--- src/rtl/ctrl_pkg.sv ---
// -----------------------------------------------------------------------------
// ctrl_pkg
// Shared definitions for the multicycle control unit:
//   - state_t    : FSM state encoding (also driven out on the 'state' port)
//   - iclass_t   : instruction class produced by opcode_decoder
//   - OP_*       : recognized 7-bit opcodes
//   - ALUOP_*    : aluop encodings seen by the datapath ALU
//   - CAUSE_*    : trap_cause codes
//   - exec_alu() : aluop/alusrc selection for a given instruction class
// -----------------------------------------------------------------------------
package ctrl_pkg;

    typedef enum logic [2:0] {
        ST_FETCH  = 3'd0,
        ST_DECODE = 3'd1,
        ST_EXEC   = 3'd2,
        ST_MEM    = 3'd3,
        ST_WB     = 3'd4,
        ST_TRAP   = 3'd5
    } state_t;

    typedef enum logic [2:0] {
        CLS_NONE   = 3'd0,
        CLS_R      = 3'd1,
        CLS_I      = 3'd2,
        CLS_LOAD   = 3'd3,
        CLS_STORE  = 3'd4,
        CLS_BRANCH = 3'd5
    } iclass_t;

    localparam logic [6:0] OP_R      = 7'b0110011;
    localparam logic [6:0] OP_I      = 7'b0010011;
    localparam logic [6:0] OP_LOAD   = 7'b0000011;
    localparam logic [6:0] OP_STORE  = 7'b0100011;
    localparam logic [6:0] OP_BRANCH = 7'b1100011;

    localparam logic [1:0] ALUOP_ADD    = 2'b00;
    localparam logic [1:0] ALUOP_SUB    = 2'b01;
    localparam logic [1:0] ALUOP_RFUNCT = 2'b10;
    localparam logic [1:0] ALUOP_IFUNCT = 2'b11;

    localparam logic [1:0] CAUSE_NONE        = 2'b00;
    localparam logic [1:0] CAUSE_ILLEGAL     = 2'b01;
    localparam logic [1:0] CAUSE_MEM_TIMEOUT = 2'b10;

    // Returns {aluop, alusrc} for the EXEC stage of a class; WB reuses it so
    // the ALU result stays stable while it is written back.
    function automatic logic [2:0] exec_alu(input iclass_t cls);
        logic [2:0] sel;
        sel = {ALUOP_ADD, 1'b0};
        case (cls)
            CLS_R:      sel = {ALUOP_RFUNCT, 1'b0};
            CLS_I:      sel = {ALUOP_IFUNCT, 1'b1};
            CLS_LOAD:   sel = {ALUOP_ADD,    1'b1};
            CLS_STORE:  sel = {ALUOP_ADD,    1'b1};
            CLS_BRANCH: sel = {ALUOP_SUB,    1'b0};
            default:    sel = {ALUOP_ADD,    1'b0};
        endcase
        return sel;
    endfunction

endpackage

--- src/rtl/opcode_decoder.sv ---
// -----------------------------------------------------------------------------
// opcode_decoder
// Purely combinational map from a 7-bit opcode to an instruction class.
// Ports:
//   opcode  in  [6:0]  instruction[6:0]
//   iclass  out        decoded class (CLS_NONE when not recognized)
//   illegal out        1 when the opcode is not one of the five classes
// -----------------------------------------------------------------------------
module opcode_decoder
    import ctrl_pkg::*;
(
    input  logic [6:0] opcode,
    output iclass_t    iclass,
    output logic       illegal
);

    always_comb begin
        iclass  = CLS_NONE;
        illegal = 1'b0;
        case (opcode)
            OP_R:      iclass = CLS_R;
            OP_I:      iclass = CLS_I;
            OP_LOAD:   iclass = CLS_LOAD;
            OP_STORE:  iclass = CLS_STORE;
            OP_BRANCH: iclass = CLS_BRANCH;
            default:   illegal = 1'b1;
        endcase
    end

endmodule

--- src/rtl/multicycle_control.sv ---
// -----------------------------------------------------------------------------
// multicycle_control
// Control FSM for a multicycle datapath: FETCH -> DECODE -> EXEC -> (MEM) ->
// (WB) -> FETCH, with a sticky TRAP state for illegal opcodes and data-memory
// timeouts, plus a retired-instruction counter.
// Parameters:
//   MEM_TIMEOUT  number of MEM cycles without dmem_ready before trapping
// Ports:
//   clk, reset        clock, synchronous active-high reset
//   run               start strobe, only looked at in FETCH
//   opcode [6:0]      live instruction[6:0], captured in DECODE
//   dmem_ready        data memory completion strobe
//   alusrc, mem2reg, regwrite, memread, memwrite, branch, writepc
//                     datapath control lines
//   aluop [1:0]       00 add, 01 sub/compare, 10 R funct, 11 I funct
//   state [2:0]       current FSM state
//   trap              sticky fault flag
//   trap_cause [1:0]  00 none, 01 illegal opcode, 10 memory timeout
//   instret [31:0]    retired instruction count (one per writepc pulse)
// -----------------------------------------------------------------------------
module multicycle_control
    import ctrl_pkg::*;
#(
    parameter int MEM_TIMEOUT = 255
) (
    input  logic        clk,
    input  logic        reset,
    input  logic        run,
    input  logic [6:0]  opcode,
    input  logic        dmem_ready,
    output logic        alusrc,
    output logic        mem2reg,
    output logic        regwrite,
    output logic        memread,
    output logic        memwrite,
    output logic        branch,
    output logic        writepc,
    output logic [1:0]  aluop,
    output logic [2:0]  state,
    output logic        trap,
    output logic [1:0]  trap_cause,
    output logic [31:0] instret
);

    // The watchdog only has to hold 0 .. MEM_TIMEOUT-1.
    localparam int                WD_W    = (MEM_TIMEOUT > 2) ? $clog2(MEM_TIMEOUT) : 1;
    localparam logic [WD_W-1:0]   WD_LAST = WD_W'(MEM_TIMEOUT - 1);

    state_t          state_q;
    logic [6:0]      ir_op_q;
    logic [WD_W-1:0] wdog_q;
    logic            trap_q;
    logic [1:0]      cause_q;
    logic [31:0]     instret_q;

    iclass_t live_cls;
    logic    live_illegal;
    iclass_t ir_cls;
    logic    ir_illegal;
    logic    live_cls_unused;

    // Live opcode is only trusted in DECODE; everything afterwards works from
    // the captured ir_op so the datapath may change instruction[6:0] freely.
    opcode_decoder u_dec_live (
        .opcode  (opcode),
        .iclass  (live_cls),
        .illegal (live_illegal)
    );

    opcode_decoder u_dec_ir (
        .opcode  (ir_op_q),
        .iclass  (ir_cls),
        .illegal (ir_illegal)
    );

    // DECODE only needs the legality verdict of the live opcode.
    assign live_cls_unused = ^live_cls;

    always_ff @(posedge clk) begin
        if (reset) begin
            state_q   <= ST_FETCH;
            ir_op_q   <= '0;
            wdog_q    <= '0;
            trap_q    <= 1'b0;
            cause_q   <= CAUSE_NONE;
            instret_q <= '0;
        end else begin
            if (writepc) begin
                instret_q <= instret_q + 32'd1;
            end
            case (state_q)
                ST_FETCH: begin
                    if (run) begin
                        state_q <= ST_DECODE;
                    end
                end
                ST_DECODE: begin
                    ir_op_q <= opcode;
                    if (live_illegal) begin
                        state_q <= ST_TRAP;
                        trap_q  <= 1'b1;
                        cause_q <= CAUSE_ILLEGAL;
                    end else begin
                        state_q <= ST_EXEC;
                    end
                end
                ST_EXEC: begin
                    // Clearing here means every MEM visit starts its count at 0.
                    wdog_q <= '0;
                    case (ir_cls)
                        CLS_LOAD, CLS_STORE: state_q <= ST_MEM;
                        CLS_R, CLS_I:        state_q <= ST_WB;
                        default:             state_q <= ST_FETCH;
                    endcase
                end
                ST_MEM: begin
                    // dmem_ready is tested first so it wins over the timeout.
                    if (dmem_ready) begin
                        state_q <= (ir_cls == CLS_LOAD) ? ST_WB : ST_FETCH;
                    end else if (wdog_q == WD_LAST) begin
                        state_q <= ST_TRAP;
                        trap_q  <= 1'b1;
                        cause_q <= CAUSE_MEM_TIMEOUT;
                    end else begin
                        wdog_q <= wdog_q + 1'b1;
                    end
                end
                ST_WB: begin
                    state_q <= ST_FETCH;
                end
                ST_TRAP: begin
                    state_q <= ST_TRAP;
                end
                default: begin
                    state_q <= ST_FETCH;
                end
            endcase
        end
    end

    // Control lines decode from the registered state and ir_op only. The one
    // exception is the STORE completion writepc, which must coincide with the
    // dmem_ready cycle so the store retires without an extra state. Reset
    // forces every line low immediately.
    always_comb begin
        alusrc   = 1'b0;
        mem2reg  = 1'b0;
        regwrite = 1'b0;
        memread  = 1'b0;
        memwrite = 1'b0;
        branch   = 1'b0;
        writepc  = 1'b0;
        aluop    = ALUOP_ADD;
        if (!reset && !ir_illegal) begin
            case (state_q)
                ST_EXEC: begin
                    {aluop, alusrc} = exec_alu(ir_cls);
                    if (ir_cls == CLS_BRANCH) begin
                        branch  = 1'b1;
                        writepc = 1'b1;
                    end
                end
                ST_MEM: begin
                    aluop    = ALUOP_ADD;
                    alusrc   = 1'b1;
                    memread  = (ir_cls == CLS_LOAD);
                    memwrite = (ir_cls == CLS_STORE);
                    writepc  = (ir_cls == CLS_STORE) && dmem_ready;
                end
                ST_WB: begin
                    {aluop, alusrc} = exec_alu(ir_cls);
                    regwrite = 1'b1;
                    writepc  = 1'b1;
                    mem2reg  = (ir_cls == CLS_LOAD);
                end
                default: begin
                end
            endcase
        end
    end

    assign state      = state_q;
    assign trap       = trap_q;
    assign trap_cause = cause_q;
    assign instret    = instret_q;

endmodule
--- config.mk ---
export PLATFORM = sky130hd
export DESIGN_NAME = multicycle_control
export DESIGN_NICKNAME = d
export VERILOG_FILES = /design/src/rtl/ctrl_pkg.sv /design/src/rtl/opcode_decoder.sv /design/src/rtl/multicycle_control.sv
export SDC_FILE = /design/constraint.sdc
export NUM_CORES = 1
export LEC_CHECK = 0
export ABC_AREA = 1
export BUFFER_PORTS_ARGS = -buffer_cell sky130_fd_sc_hd__buf_4
export CORE_MARGIN = 1.5
export CORE_UTILIZATION = 40
export DETAILED_ROUTE_END_ITERATION = 10
export PLACE_DENSITY = 0.69
export SYNTH_ARGS = -nofsm -noshare
export SYNTH_HDL_FRONTEND = slang
export SYNTH_HIERARCHICAL = 1
export SYNTH_SLANG_ARGS = --single-unit
--- constraint.sdc ---
create_clock -name clk -period 2.15 [get_ports clk]
set_clock_uncertainty 0.1 [all_clocks]
set_input_delay 0.1075 -clock clk [delete_from_list [all_inputs] [get_ports clk]]
set_output_delay 0.1075 -clock clk [all_outputs]
set_load 0.02 [all_outputs]
## Word level (Yosys, flattened, before mapping)

Cells that the tools add are included.
Widths: inputs -> output; s select.

| cells by class | value |
|---|---|
| eq/ne operators | 27 |
| add/sub/neg operators | 2 |
| reduce and logical (&&, ||, !) cells | 14 |
| multiplexer cells | 37 |

Operators by type and width:

| kind | number |
|---|---|
| $add 32x1->32 const B | 1 |
| $pmux 3 s5 | 2 |
| $eq 7x6->1 const B | 4 |
| $mux 1 | 16 |
| $mux 8 | 2 |
| $pmux 8 s2 | 1 |
| $mux 3 | 5 |
| $eq 7x2->1 const B | 2 |
| $eq 7x5->1 const B | 2 |
| $eq 7x7->1 const B | 2 |
| $eq 3x2->1 const B | 4 |
| $eq 3x3->1 const B | 4 |
| $pmux 3 s4 | 1 |
| $mux 2 | 5 |
| $ne 2x2->1 const B | 5 |
| $reduce_or 5->1 | 2 |
| $add 8x1->8 const B | 1 |
| $eq 8x8->1 const B | 1 |
| $eq 3x1->1 const B | 2 |
| $pmux 3 s2 | 1 |
| $reduce_or 2->1 | 3 |
| $pmux 1 s2 | 2 |
| $pmux 2 s2 | 1 |
| $reduce_and 4->1 | 1 |
| 8 further kinds | 10 |

| storage, ports and cells | value |
|---|---|
| output and inout bits | 47 |
| flip-flop bits (word level) | 53 |
| bits of input ports | 11 |

## Logic depth before layout (Yosys ltp)

| logic depth | value |
|---|---|
| depth in word-level cells | 7 |
| mapped depth | 14 |

## Hierarchy

The synthesis kept the hierarchy.

Modules (own cells, without submodules):

| module | seq. area each (um2) | cells each | instances | area an instance (um2) |
|---|---|---|---|---|
| multicycle_control | 1061.0 | 522 | 1 | 3170.5 |
| opcode_decoder | 0.0 | 21 | 2 | 85.1 |

## Worst setup path before layout

No wires, ideal clock.

| timing | value |
|---|---|
| path kind | reg2out |
| start point | register ir_op_q[3] |
| end point | output port aluop[1] |
| arrival time | 1864 ps |
| slack | 79 ps |
| path buffers | 0 |
| stages on the path, launching flop included | 10 |
| path through | dfxtp_1 > nor2_1 > nand2_1 > inv_1 > o21ai_0 > nor2_1 > inv_1 > nor2_1 > a31oi_1 > nor3_1 |

| between the ends | value |
|---|---|
| longest elaborated chain between the ends | 7 |
| elaborated cells between the ends (all ways) | 17 |

RTL lines:

| item | line | text |
|---|---|---|
| start: declaration | multicycle_control.sv:50 | `logic [6:0] ir_op_q;` |
| start signal: assignment | multicycle_control.sv:98 | `ir_op_q <= opcode;` |
| $eq 7x7->1, or another cell as far along | opcode_decoder.sv:20 | `case (opcode)` |
| $pmux 3 s5 | opcode_decoder.sv:20 |  |
| $eq 3x2->1 / $eq 3x3->1 (equally long branches) | ctrl_pkg.sv:51 | `case (cls)` |
| $reduce_or 2->1 (no source line) | -- |  |
| $pmux 3 s4 | ctrl_pkg.sv:51 |  |
| $mux 2 | -- |  |
| $mux 2 (*) | multicycle_control.sv:154 | `if (!reset && !ir_illegal) begin` |
| end: declaration | multicycle_control.sv:38 | `output logic [1:0] aluop,` |

Mark *: on every way between the ends. The rest lies on a longest branch, timed or not.

## Final worst setup path

| timing | value |
|---|---|
| start point | register ir_op_q[6] |
| end point | output port writepc |

| between the ends | value |
|---|---|
| longest elaborated chain between the ends | 6 |
| elaborated cells between the ends (all ways) | 14 |

RTL lines:

| item | line | text |
|---|---|---|
| $eq 7x7->1, or another cell as far along | opcode_decoder.sv:20 |  |
| $pmux 3 s5 (*) | opcode_decoder.sv:20 |  |
| named net ir_cls[0] | multicycle_control.sv:58 | `iclass_t ir_cls;` |
| $eq 3x3->1, on equally long branches | multicycle_control.sv:158, multicycle_control.sv:168 |  |
| $mux 1 / $logic_and 1x1->1 (equally long branches) | multicycle_control.sv:158, multicycle_control.sv:168 |  |
| $pmux 1 s3 (*) | multicycle_control.sv:155 | `case (state_q)` |
| $mux 1 (*) | multicycle_control.sv:154 |  |
| end: declaration | multicycle_control.sv:37 | `output logic writepc,` |

Mark *: on every way through the listed nets, which the timed path passes. The rest lies on a longest branch.

==> flow_metrics.env <==
export IMPL_outcome="complete, no violations"
export IMPL_drv_slew=0
export IMPL_core_mm2=0.00785
export IMPL_min_to="state[0]"
export IMPL_cpMostUsedCell="nand2_1"
export IMPL_die_height_um=93.7
export IMPL_avgSynthCellArea_um2=5.97
export IMPL_power_frac_comb_pct=11.2
export IMPL_cp_max_fo=5
export IMPL_cts_root_buffer="clkbuf_8"
export IMPL_required_ns=1.94
export IMPL_reg2reg_depth=13
export IMPL_finalCritPeriodShare_pct=96.4
export IMPL_cts_buffers=5
export IMPL_wl_um=8720
export IMPL_pin_count=58
export IMPL_grt_use_total_pct=20.7
export IMPL_hold_violations=0
export IMPL_path_buf_inv=3
export IMPL_r2r_end="instret[14]"
export IMPL_power_uw=1750
export IMPL_fin_ws_ns=0.0769
export IMPL_whs_path_depth=5
export IMPL_wl_per_cell_um=12.0
export IMPL_clkTransAtPathRegs_ns=0.09
export IMPL_ff2ff_setup_slack_ns=0.13
export IMPL_num_antenna_cells=0
export IMPL_die_area_mm2=0.00879
export IMPL_portBuffers=57
export IMPL_worstSetupStartpointType="flip-flop"
export IMPL_hpwl_um=6350
export IMPL_finalSetupViolCount=0
export IMPL_cts_tree="done"
export IMPL_pwr_share_seq_pct=58.8
export IMPL_vias=3576
export IMPL_post_place_ws_ns=0.121
export IMPL_grt_pass1_wl_um=14700
export IMPL_grt_pass1_vias=3394
export IMPL_hold_class="primary input to flip-flop"
export IMPL_final_core_util_pct=53.0
export IMPL_clockBufferDepth=2
export IMPL_crit_slowest_cell="dfxtp_2"
export IMPL_end_kind="primary output"
export IMPL_final_area_mm2=0.00416
export IMPL_overflow=0
export IMPL_fin_crit_ns=2.07
export IMPL_vias_per_cell=4.93
export IMPL_die_w_um=93.7
export IMPL_cts_max_level=2
export IMPL_ys_warn_count=6
export IMPL_dpl_cell_area_mm2=0.00386
export IMPL_place_gp_congestion=1.00
export IMPL_n_fill_cell=836
export IMPL_clock_sinks=53
export IMPL_drt_initial_drc_count=140
export IMPL_drive_gt1_share_pct=19.1
export IMPL_num_rows=32
export IMPL_cp_top_family="simple AND/OR/NAND/NOR gates"
export IMPL_power_net_switching_uw=452
export IMPL_crit_type="flip-flop to primary output"
export IMPL_vdd_ir_drop_worst_uv=257
export IMPL_clk_insertion_delay_late_ns=0.30
export IMPL_ant_nets=0
export IMPL_netlist_instances=552
export IMPL_p_int_uw=1300
export IMPL_crit_start="ir_op_q[6]"
export IMPL_worst_ep_arrival_time_ns=1.87
export IMPL_holdWs_ns=0.129
export IMPL_netSwitchingFraction_pct=25.8
export IMPL_slowest_delay_ns=0.34
export IMPL_nets=639
export IMPL_r2r_start="ir_op_q[6]"
export IMPL_initial_core_util_pct=42.0
export IMPL_drv_cap=0
export IMPL_netlist_area_mm2=0.00329
export IMPL_cp_cell_sequence="inv_2, nand2_1, nand2_1, nand2_1, nor2_4, nand3_2, nor2_2, nor2_2, a21oi_4, buf_12, buf_4"
export IMPL_syn_nets=566
export IMPL_leakage_uw=0.00171
export IMPL_max_freq_mhz=482
export IMPL_worstMarginPinSlew_ns=0.375
export IMPL_area_growth_synth_to_final_pct=26.4
export IMPL_grt_antenna_before_repair=0
export IMPL_grt_max_degree=32
export IMPL_drc=0
export IMPL_p_clk_share_pct=30.0
export IMPL_max_slew_margin_pct=74.9
export IMPL_power_density_mw_per_mm2=421
export IMPL_drt_pass1_iter_count=4
export IMPL_min_from="run"
-- worst max path at each step --
stage	slack, ns	depth (start not counted)	end
2_1_floorplan	0.08	9	aluop[1]
3_3_place_gp	0.25	12	instret[17]
3_5_place_dp	0.12	12	instret[20]
4_1_cts	0.008	10	aluop[1]
5_1_grt	-0.05	11	writepc
6_report	0.08	11	writepc
-- final cells by class --
class | count | area [um^2] | area share (%)
inverter | 61 | 229 | 5.50
tap | 102 | 128 | 3.07
clock inverter | 1 | 5.00 | 0.120
clock buffer | 5 | 68.8 | 1.65
sequential | 53 | 1070 | 25.7
multi-input combinational | 427 | 2010 | 48.3
timing repair buffer | 77 | 652 | 15.7
-- registers in the layout, indices dropped and copies added, names as in the netlist --
signal      cells
instret        32
ir_op_q         7
state           3
trap            1
trap_cause      2
wdog_q          8
-- cells in the final DEF (no fill, tap or decap), types with 2 or more instances in the layout --
cell             n
ha_1             3
nor2_2           6
dlygate4sd3_1    8
clkbuf_8         5
nand2_2          4
a21oi_2          5
nor3_1           4
xnor2_1          5
buf_4           65
xor2_1           9
nand3_2          3
inv_2            7
nor2_4           6
nand3_1         32
dfxtp_2          6
nor3_2           2
nand2_1        193
nor2_1          93
dfxtp_1         47
buf_12           2
a21oi_1         37
nand4_1          2
inv_1           53
o21ai_0         14
-- layer usage --
layer  wire length [um]  track usage [%]  vias to the layer above
met5                  0                0                        -
met4                112             5.72                        0
met3                449             3.64                       10
met2               4190             37.6                       87
met1               3970             24.8                     1620
li1                   -                -                     1859
-- stage by stage --
step | TNS (ns) | std cells
2_1_floorplan | 0 | 552
3_3_place_gp | 0 | 707
3_5_place_dp | 0 | 707
4_1_cts | 0 | 723
5_1_grt | -0.0645 | 726
6_report | 0 | 726
-- worst reg2reg max path, cell delays in order, from the launching register on --
cell and delay, ns:
dfxtp_2 0.34, inv_2 0.07, nand2_1 0.05, nand2_1 0.06, nand2_1 0.08, nor2_4 0.21
nand3_2 0.12, nor2_2 0.12, nor2_2 0.07, a21oi_4 0.19, buf_12 0.12, buf_6 0.17
o21ai_0 0.11, a21oi_1 0.13
-- power groups by stage --
stage | Sequential (uW) | Clock (uW) | Combinational [uW]
2_1_floorplan | 1050 | 0 | 101
3_3_place_gp | 1050 | 0 | 166
3_5_place_dp | 1050 | 0 | 169
4_1_cts | 1030 | 548 | 185
5_1_grt | 1030 | 583 | 219
6_report | 1030 | 525 | 197
-- repair_timing --
item / 4_1_cts / 5_1_grt
hold endpoints to repair: 13 / 0
pin swaps: 0 / 9
setup buffers: 1 / 3
gates cloned: 1 / 0
gates resized for setup: 3 / 26
endpoints found under the setup margin: 1 / 36
hold buffers: 8 / 0
(Power assumes the default switching activity.)
